## src/rtl/jtag_tap_slave_if.sv

```systemverilog
// JTAG TAP slave link bundle.
// Carries the pin-level JTAG signals from the master (tck, tms, tdi, tdo) and the
// user-logic side of the TAP (tap_state, ir, ir_update, capture_data, update_data,
// update_valid).
//   master : drives tck/tms/tdi/capture_data, observes everything else
//   slave  : the TAP controller end
interface jtag_tap_slave_if #(
  parameter int unsigned IR_WIDTH = 10,
  parameter int unsigned DR_WIDTH = 8
);
  logic                tck;
  logic                tms;
  logic                tdi;
  logic                tdo;
  logic [3:0]          tap_state;
  logic [IR_WIDTH-1:0] ir;
  logic                ir_update;
  logic [DR_WIDTH-1:0] capture_data;
  logic [DR_WIDTH-1:0] update_data;
  logic                update_valid;

  modport master (
    output tck, tms, tdi, capture_data,
    input  tdo, tap_state, ir, ir_update, update_data, update_valid
  );

  modport slave (
    input  tck, tms, tdi, capture_data,
    output tdo, tap_state, ir, ir_update, update_data, update_valid
  );
endinterface

```

## src/rtl/jtag_tap_slave.sv

```systemverilog
// Target-side IEEE 1149.1 TAP controller in the system clock domain.
// tck/tms/tdi are oversampled through 2-flop synchronizers; a third tck flop
// gives registered one-clk rise/fall strobes. The 16-state TAP machine and the
// IR/DR/bypass shifters advance on the rise strobe; tdo and the update outputs
// change on the fall strobe.
// Ports:
//   clk  : system clock
//   rst  : asynchronous active-high reset
//   bus  : slave modport of jtag_tap_slave_if (JTAG pins + user-logic side)
module jtag_tap_slave #(
  parameter int unsigned         IR_WIDTH   = 10,
  parameter int unsigned         DR_WIDTH   = 8,
  parameter logic [IR_WIDTH-1:0] INSTR_DATA = 10'h002
) (
  input logic             clk,
  input logic             rst,
  jtag_tap_slave_if.slave bus
);

  typedef enum logic [3:0] {
    StTlr   = 4'd0,
    StRti   = 4'd1,
    StSelDr = 4'd2,
    StCapDr = 4'd3,
    StShDr  = 4'd4,
    StEx1Dr = 4'd5,
    StPaDr  = 4'd6,
    StEx2Dr = 4'd7,
    StUpdDr = 4'd8,
    StSelIr = 4'd9,
    StCapIr = 4'd10,
    StShIr  = 4'd11,
    StEx1Ir = 4'd12,
    StPaIr  = 4'd13,
    StEx2Ir = 4'd14,
    StUpdIr = 4'd15
  } tap_state_e;

  // Synchronizers and edge strobes.
  logic tck_s1_q, tck_s2_q, tck_s3_q;
  logic tms_s1_q, tms_s2_q;
  logic tdi_s1_q, tdi_s2_q;
  logic rise_q, fall_q;

  always_ff @(posedge clk or posedge rst) begin
    if (rst) begin
      tck_s1_q <= 1'b0;
      tck_s2_q <= 1'b0;
      tck_s3_q <= 1'b0;
      tms_s1_q <= 1'b0;
      tms_s2_q <= 1'b0;
      tdi_s1_q <= 1'b0;
      tdi_s2_q <= 1'b0;
      rise_q   <= 1'b0;
      fall_q   <= 1'b0;
    end else begin
      tck_s1_q <= bus.tck;
      tck_s2_q <= tck_s1_q;
      tck_s3_q <= tck_s2_q;
      tms_s1_q <= bus.tms;
      tms_s2_q <= tms_s1_q;
      tdi_s1_q <= bus.tdi;
      tdi_s2_q <= tdi_s1_q;
      // Registered so the TAP acts 4 clk after the pin edge.
      rise_q   <= tck_s2_q & ~tck_s3_q;
      fall_q   <= ~tck_s2_q & tck_s3_q;
    end
  end

  tap_state_e          state_q, state_d;
  logic [IR_WIDTH-1:0] ir_shift_q;
  logic [IR_WIDTH-1:0] ir_q;
  logic [DR_WIDTH-1:0] dr_shift_q;
  logic [DR_WIDTH-1:0] update_data_q;
  logic                bypass_q;
  logic                tdo_q;
  logic                ir_update_q;
  logic                update_valid_q;
  logic                dr_sel;

  assign dr_sel = (ir_q == INSTR_DATA);

  always_comb begin
    state_d = state_q;
    unique case (state_q)
      StTlr:   state_d = tms_s2_q ? StTlr   : StRti;
      StRti:   state_d = tms_s2_q ? StSelDr : StRti;
      StSelDr: state_d = tms_s2_q ? StSelIr : StCapDr;
      StCapDr: state_d = tms_s2_q ? StEx1Dr : StShDr;
      StShDr:  state_d = tms_s2_q ? StEx1Dr : StShDr;
      StEx1Dr: state_d = tms_s2_q ? StUpdDr : StPaDr;
      StPaDr:  state_d = tms_s2_q ? StEx2Dr : StPaDr;
      StEx2Dr: state_d = tms_s2_q ? StUpdDr : StShDr;
      StUpdDr: state_d = tms_s2_q ? StSelDr : StRti;
      StSelIr: state_d = tms_s2_q ? StTlr   : StCapIr;
      StCapIr: state_d = tms_s2_q ? StEx1Ir : StShIr;
      StShIr:  state_d = tms_s2_q ? StEx1Ir : StShIr;
      StEx1Ir: state_d = tms_s2_q ? StUpdIr : StPaIr;
      StPaIr:  state_d = tms_s2_q ? StEx2Ir : StPaIr;
      StEx2Ir: state_d = tms_s2_q ? StUpdIr : StShIr;
      StUpdIr: state_d = tms_s2_q ? StSelDr : StRti;
      default: state_d = StTlr;
    endcase
  end

  always_ff @(posedge clk or posedge rst) begin
    if (rst) begin
      state_q        <= StTlr;
      ir_shift_q     <= '0;
      ir_q           <= '1;
      dr_shift_q     <= '0;
      update_data_q  <= '0;
      bypass_q       <= 1'b0;
      tdo_q          <= 1'b0;
      ir_update_q    <= 1'b0;
      update_valid_q <= 1'b0;
    end else begin
      ir_update_q    <= 1'b0;
      update_valid_q <= 1'b0;
      if (rise_q) begin
        // Actions are keyed on the state being left.
        case (state_q)
          StCapIr: ir_shift_q <= {{(IR_WIDTH-2){1'b0}}, 2'b01};
          StCapDr: begin
            if (dr_sel) dr_shift_q <= bus.capture_data;
            else        bypass_q   <= 1'b0;
          end
          StShIr:  ir_shift_q <= {tdi_s2_q, ir_shift_q[IR_WIDTH-1:1]};
          StShDr: begin
            if (dr_sel) dr_shift_q <= {tdi_s2_q, dr_shift_q[DR_WIDTH-1:1]};
            else        bypass_q   <= tdi_s2_q;
          end
          default: ;
        endcase
        state_q <= state_d;
      end else if (fall_q) begin
        tdo_q <= 1'b0;
        case (state_q)
          StUpdIr: begin
            ir_q        <= ir_shift_q;
            ir_update_q <= 1'b1;
          end
          StUpdDr: begin
            if (dr_sel) begin
              update_data_q  <= dr_shift_q;
              update_valid_q <= 1'b1;
            end
          end
          StShIr:  tdo_q <= ir_shift_q[0];
          StShDr:  tdo_q <= dr_sel ? dr_shift_q[0] : bypass_q;
          default: ;
        endcase
      end
      // Test-Logic-Reset holds BYPASS silently.
      if (state_q == StTlr) ir_q <= '1;
    end
  end

  assign bus.tdo          = tdo_q;
  assign bus.tap_state    = state_q;
  assign bus.ir           = ir_q;
  assign bus.ir_update    = ir_update_q;
  assign bus.update_data  = update_data_q;
  assign bus.update_valid = update_valid_q;

endmodule

```

## src/flat_wrapper.sv

```systemverilog
// flat-port wrapper written by rule: the top's interface ports become plain ports
module jtag_tap_slave_flat 
#(
  parameter int unsigned         IR_WIDTH   = 10,
  parameter int unsigned         DR_WIDTH   = 8,
  parameter logic [IR_WIDTH-1:0] INSTR_DATA = 10'h002
)
  (clk, rst, bus_tck, bus_tms, bus_tdi, bus_capture_data, bus_tdo, bus_tap_state, bus_ir, bus_ir_update, bus_update_data, bus_update_valid);
  jtag_tap_slave_if #(.IR_WIDTH(IR_WIDTH), .DR_WIDTH(DR_WIDTH)) bus_i ();
  input logic clk;
  input logic rst;
  input wire logic [$bits(bus_i.tck)-1:0] bus_tck;
  input wire logic [$bits(bus_i.tms)-1:0] bus_tms;
  input wire logic [$bits(bus_i.tdi)-1:0] bus_tdi;
  input wire logic [$bits(bus_i.capture_data)-1:0] bus_capture_data;
  output wire logic [$bits(bus_i.tdo)-1:0] bus_tdo;
  output wire logic [$bits(bus_i.tap_state)-1:0] bus_tap_state;
  output wire logic [$bits(bus_i.ir)-1:0] bus_ir;
  output wire logic [$bits(bus_i.ir_update)-1:0] bus_ir_update;
  output wire logic [$bits(bus_i.update_data)-1:0] bus_update_data;
  output wire logic [$bits(bus_i.update_valid)-1:0] bus_update_valid;
  assign bus_i.tck = bus_tck;
  assign bus_i.tms = bus_tms;
  assign bus_i.tdi = bus_tdi;
  assign bus_i.capture_data = bus_capture_data;
  assign bus_tdo = bus_i.tdo;
  assign bus_tap_state = bus_i.tap_state;
  assign bus_ir = bus_i.ir;
  assign bus_ir_update = bus_i.ir_update;
  assign bus_update_data = bus_i.update_data;
  assign bus_update_valid = bus_i.update_valid;
  jtag_tap_slave #(.IR_WIDTH(IR_WIDTH), .DR_WIDTH(DR_WIDTH), .INSTR_DATA(INSTR_DATA)) u_core (.clk(clk), .rst(rst), .bus(bus_i));
endmodule
```

## config.mk

```make
export PLATFORM = sky130hd
export DESIGN_NAME = jtag_tap_slave_flat
export DESIGN_NICKNAME = d
export VERILOG_FILES = /design/src/rtl/jtag_tap_slave_if.sv /design/src/rtl/jtag_tap_slave.sv /design/src/flat_wrapper.sv
export SDC_FILE = /design/constraint.sdc
export NUM_CORES = 1
export LEC_CHECK = 0
export CORE_MARGIN = 3
export CORE_UTILIZATION = 40
export DETAILED_ROUTE_END_ITERATION = 6
export GPL_ROUTABILITY_DRIVEN = 0
export GPL_TIMING_DRIVEN = 0
export MAX_ROUTING_LAYER = met4
export PLACE_DENSITY = 0.72
export SYNTH_ARGS = -nofsm -noshare
export SYNTH_HDL_FRONTEND = slang
export SYNTH_SLANG_ARGS = --single-unit
```

## constraint.sdc

```tcl
create_clock -name clk -period 2.2 [get_ports clk]
set_input_delay 0.22 -clock clk [delete_from_list [all_inputs] [get_ports clk]]
set_output_delay 0.22 -clock clk [all_outputs]
set_load 0.005 [all_outputs]
```

[Yosys cells after proc, flatten, opt, wreduce, memory -nomap -nowiden]
Cells that the tools add are included.
W data, S select, Z words.
Word-level totals
  output and inout port bits: 25
  input bits: 13
  register bits after elaboration: 53
Cells by class
  reductions and logical operators: 14
  bitwise gates (word level): 5
  eq/ne operators: 21
  mux-type cells: 33
Operator list (count)
  $pmux W4 S12: 1
  $mux W10: 4
  $eq A4 B4 Y1 const B: 8
  $pmux W10 S2: 1
  $eq A4 B3 Y1 const B: 4
  $mux W4: 4
  $mux W8: 2
  $pmux W8 S2: 1
  $mux W1: 13
  $reduce_and A4 Y1: 3
  $eq A10 B2 Y1 const B: 1
  $eq A4 B2 Y1 const B: 2
  $reduce_bool A2 Y1: 4
  $mux W2: 3
  $mux W3: 2
  $ne A2 B2 Y1 const B: 3
  $eq A4 B1 Y1 const B: 1
  $logic_not A4 Y1: 1
  $ne A2 B1 Y1 const B: 2
  $pmux W1 S2: 2
  $reduce_and A2 Y1: 2
  $reduce_or A2 Y1: 2
  $not A1 Y1: 3
  $reduce_and A3 Y1: 1
  2 further kinds: 3

[Depth between registers and ports, before layout]
  depth after elaboration: 5
  gate-level depth with buffers: 5

[Worst setup path before layout]
Ideal clock, no wire load.
  kind: flip-flop to flip-flop
  from: register u_core.ir_q[1] (netlist: u_core.bus.ir[1])
  to: register u_core.update_data_q[0] (netlist: u_core.bus.update_data[0])
  data required time: 2.075 ns
  stages on the path, launching flop included: 5
  clock period less this slack: 1.774 ns
  path slack: 0.426 ns
  library setup time: 0.125 ns
  arrival time: 1.650 ns
  cell sequence: dfstp_2 > nor4b_2 > nand3_2 > nor3_4 > mux2_2
Between the ends
  longest elaborated chain between the ends: 2
Ends and longest elaborated chain
  start, declared: RTL line jtag_tap_slave.sv:72  | logic [IR_WIDTH-1:0] ir_q;
  start signal, assigned: RTL line jtag_tap_slave.sv:140  | ir_q <= ir_shift_q;
  $eq A10 B2 Y1: RTL line jtag_tap_slave.sv:81  | assign dr_sel = (ir_q == INSTR_DATA);
  $reduce_and A4 Y1 (no source line)
  end signal, assigned: RTL line jtag_tap_slave.sv:145  | update_data_q <= dr_shift_q;
  end, declared: RTL line jtag_tap_slave.sv:74  | logic [DR_WIDTH-1:0] update_data_q;
Every way passes these cells.
A chain may end at the register's enable or synchronous reset.

[Worst setup path in the final report]
  from: register u_core.ir_q[1] (netlist: u_core.bus.ir[1])
  to: register u_core.update_data_q[3] (netlist: u_core.bus.update_data[3])
The elaborated chain is that of the path after synthesis.

==> impl_metrics.yaml <==
floorplan:
  dieHeight_um: 82.8
  io_pins: 38
  initial_core_util_pct: 42.1
  die_x_um: 82.8
  rows: 27
  dieArea_um2: 6860
  core_region_area_um2: 5610
timing:
  min_period_ns: 2.02
  hold_slack_ns: 0.283
  tightest_slew_ns: 0.564
  setup_ws_ns: 0.181
  rsz0062_at_grt: "false"
  finalCritPeriodShare_pct: 91.8
  setup_viol: 0
  hold_violations: 0
  finalMaxSlewViolations: 0
  fin_skew_ns: 0.00777
  clock.fmax_mhz: 495
  slew_headroom_pct: 62.3
cts:
  clock-sinks: 53
  cts-resized-gates: 0
  clk_pin_slew_worst_paths_ns: 0.10
  clockBufferDepth: 2
  hold_buffers: 0
  cts_setup_buffers: 0
  htree_levels: 2
  cts_buffers: 5
  clkLatencyLatePin_ns: 0.30
  cts_tree: "built"
  cts-root-buf: "clkbuf_8"
drt:
  via_per_inst: 5.23
  drt_first_pass_iters: 4
  drt-initial-drc-count: 182
  ant_nets: 0
  top_layer_used: "met4"
  vias: 1709
  wl_met3_um: 223
  wl_mm: 4.61
  drc: 0
  dr_wl_met2_mm: 2.18
  met1_length_mm: 2.13
  wire_per_inst_um: 14.1
global_routing:
  grt_pass1_vias: 1664
  antenna_found_initial: 0
  grt_pass1_wl_mm: 8.03
  groute.usage.overall_pct: 14.5
  gr-total-overflow: 0
  grt_start_max_net_pins: 29
yosys:
  synth_area_um2: 2360
  async_flop_share_pct: 100
  synth_area_per_cell_um2: 11.3
  synth_cell_types: 33
  synth_nets: 222
  yosysSeqAreaShare_pct: 56.7
  yosys_warnings: 0
  synth_top_area_share_pct: 45.6
  synth.area.top_cells: "dfrtp_1 (46%), mux2_2 (11%), dfstp_2 (11%), nand2_1 (6.2%), mux2i_1 (5.5%)"
  synth-main-ff-cell: "dfrtp_1"
  synth_edf_count: 0
  synth.largest_area_cell: "dfrtp_1"
  ys_seq_elements: 53
  yosys-top-cells-count: "dfrtp_1 (43), nand2_1 (39), mux2_2 (24)"
  syn_inst: 209
  yosysMostFrequentCell: "dfrtp_1"
layout:
  nFillCells: 520
  insertedDiodeCount: 0
  seqCellArea_um2: 1340
  final_nets: 267
  post-route-util_pct: 52.2
  design_area_um2: 2930
  multi_input_area_um2: 952
  drive_gt1_share_pct: 20.4
  areaGrowthSynthToFinish_pct: 24.0
critical_path:
  path_cells: "nor4b_2, nand3_2, nor3_4, mux2_2"
  crit_required_ns: 2.39
  critical_path_arrival_ns: 2.21
  crit_slowest_cell: "dfstp_2"
  worst_setup_path_end_kind: "flip-flop"
  worstPathMaxFanout: 9
  critical_path_class: "flip-flop to flip-flop"
  cp-start-kind: "flip-flop"
  slowest_delay_ns: 0.55
place:
  place_ws_ns: 0.161
  placed_area_um2: 2840
  portBuffers: 37
  dp_hpwl_mm: 3.21
pwr:
  peakVddDrop_mv: 0.604
  power_mw: 2.39
  p_leak_nw: 1.25
  p_per_area_nw_per_um2: 816
worst_hold_path:
  hold_class: "input pin to asynchronous set/reset pin"
flow_run:
  cap_violations: 0
run_status:
  status: "complete, no violations"
where the power goes:
group          switching [mW]  internal (mW)
combinational           0.402          0.303
clock                   0.321          0.221
sequential             0.0912           1.05
total                   0.815           1.57
state kept, by name (all words and copies together), names as in the netlist, 4 cells and up:
| signal | count |
|---|---|
| u_core.dr_shift_q | 8 |
| u_core.bus.tap_state | 4 |
| u_core.bus.update_data | 8 |
| u_core.bus.ir | 10 |
| u_core.ir_shift_q | 10 |
kinds of logic after synthesis:
family,share of synthesized area (%)
flip-flops,56.7
AND/OR/NAND/NOR,15.3
AO/OA/AOI/OAI,8.11
multiplexers,17.0
buffers and inverters,2.97
layout make-up:
cell class                 instances  share of cell area [%]
inverter                           7                   0.897
multi-input combinational        138                    32.5
buffer                            11                    1.50
clock inverter                     3                   0.598
tap                               72                    3.08
sequential                        53                    45.7
timing repair buffer              38                    13.3
clock buffer                       5                    2.35
final timing paths:
kind,start,endpoint,slack (ns),cells past startpoint
setup / recovery,u_core.bus.ir[1]$_DFFE_PP1P_,u_core.bus.update_data[3]$_DFFE_PP0P_,0.18,4
hold / removal,rst,u_core.ir_shift_q[9]$_DFFE_PP0P_,0.28,2
setup reg to reg,u_core.bus.ir[1]$_DFFE_PP1P_,u_core.bus.update_data[3]$_DFFE_PP0P_,0.18,4
hold reg to reg,u_core.tck_s1_q$_DFF_PP0_,u_core.tck_s2_q$_DFF_PP0_,0.36,0
max in group asynchronous,rst,u_core.bus.tap_state[2]$_DFFE_PP0P_,1.38,3
min in group clk,bus_tms,u_core.tms_s1_q$_DFF_PP0_,0.35,1
metrics by stage:
stage,setup TNS (ns),instances
floorplan,0,209
global placement,-10.96,318
detailed placement,0,319
CTS,0,327
global route,0,327
finish,0,327
worst max-delay path, delay by kind of cell, from the launching register on:
kind             cells  cell delay [ns]
muxes                1             0.39
and+or+nand+nor      3             0.96
DFF                  1             0.55
cells in the final DEF (no fill, tap or decap), drive strengths merged, types with 2 or more instances in the layout:
cell           count
a21oi              8
a31oi              2
buf                4
clkbuf            13
clkdlybuf4s50     37
clkinv             2
dfrtp             43
dfstp             10
inv                7
mux2              24
mux2i             13
nand2             39
nand3              3
nand4              2
nor2               5
nor2b              6
nor3               3
nor3b              2
nor4b              2
o21ai             18
metal layers:
metal | vias to the layer above | global-route usage, %
li1 | 811 | -
met1 | 827 | 19.5
met2 | 63 | 22.2
met3 | 8 | 2.18
met4 | 0 | 5.50
met5 | - | -
Power figures use the tool's default switching activity.
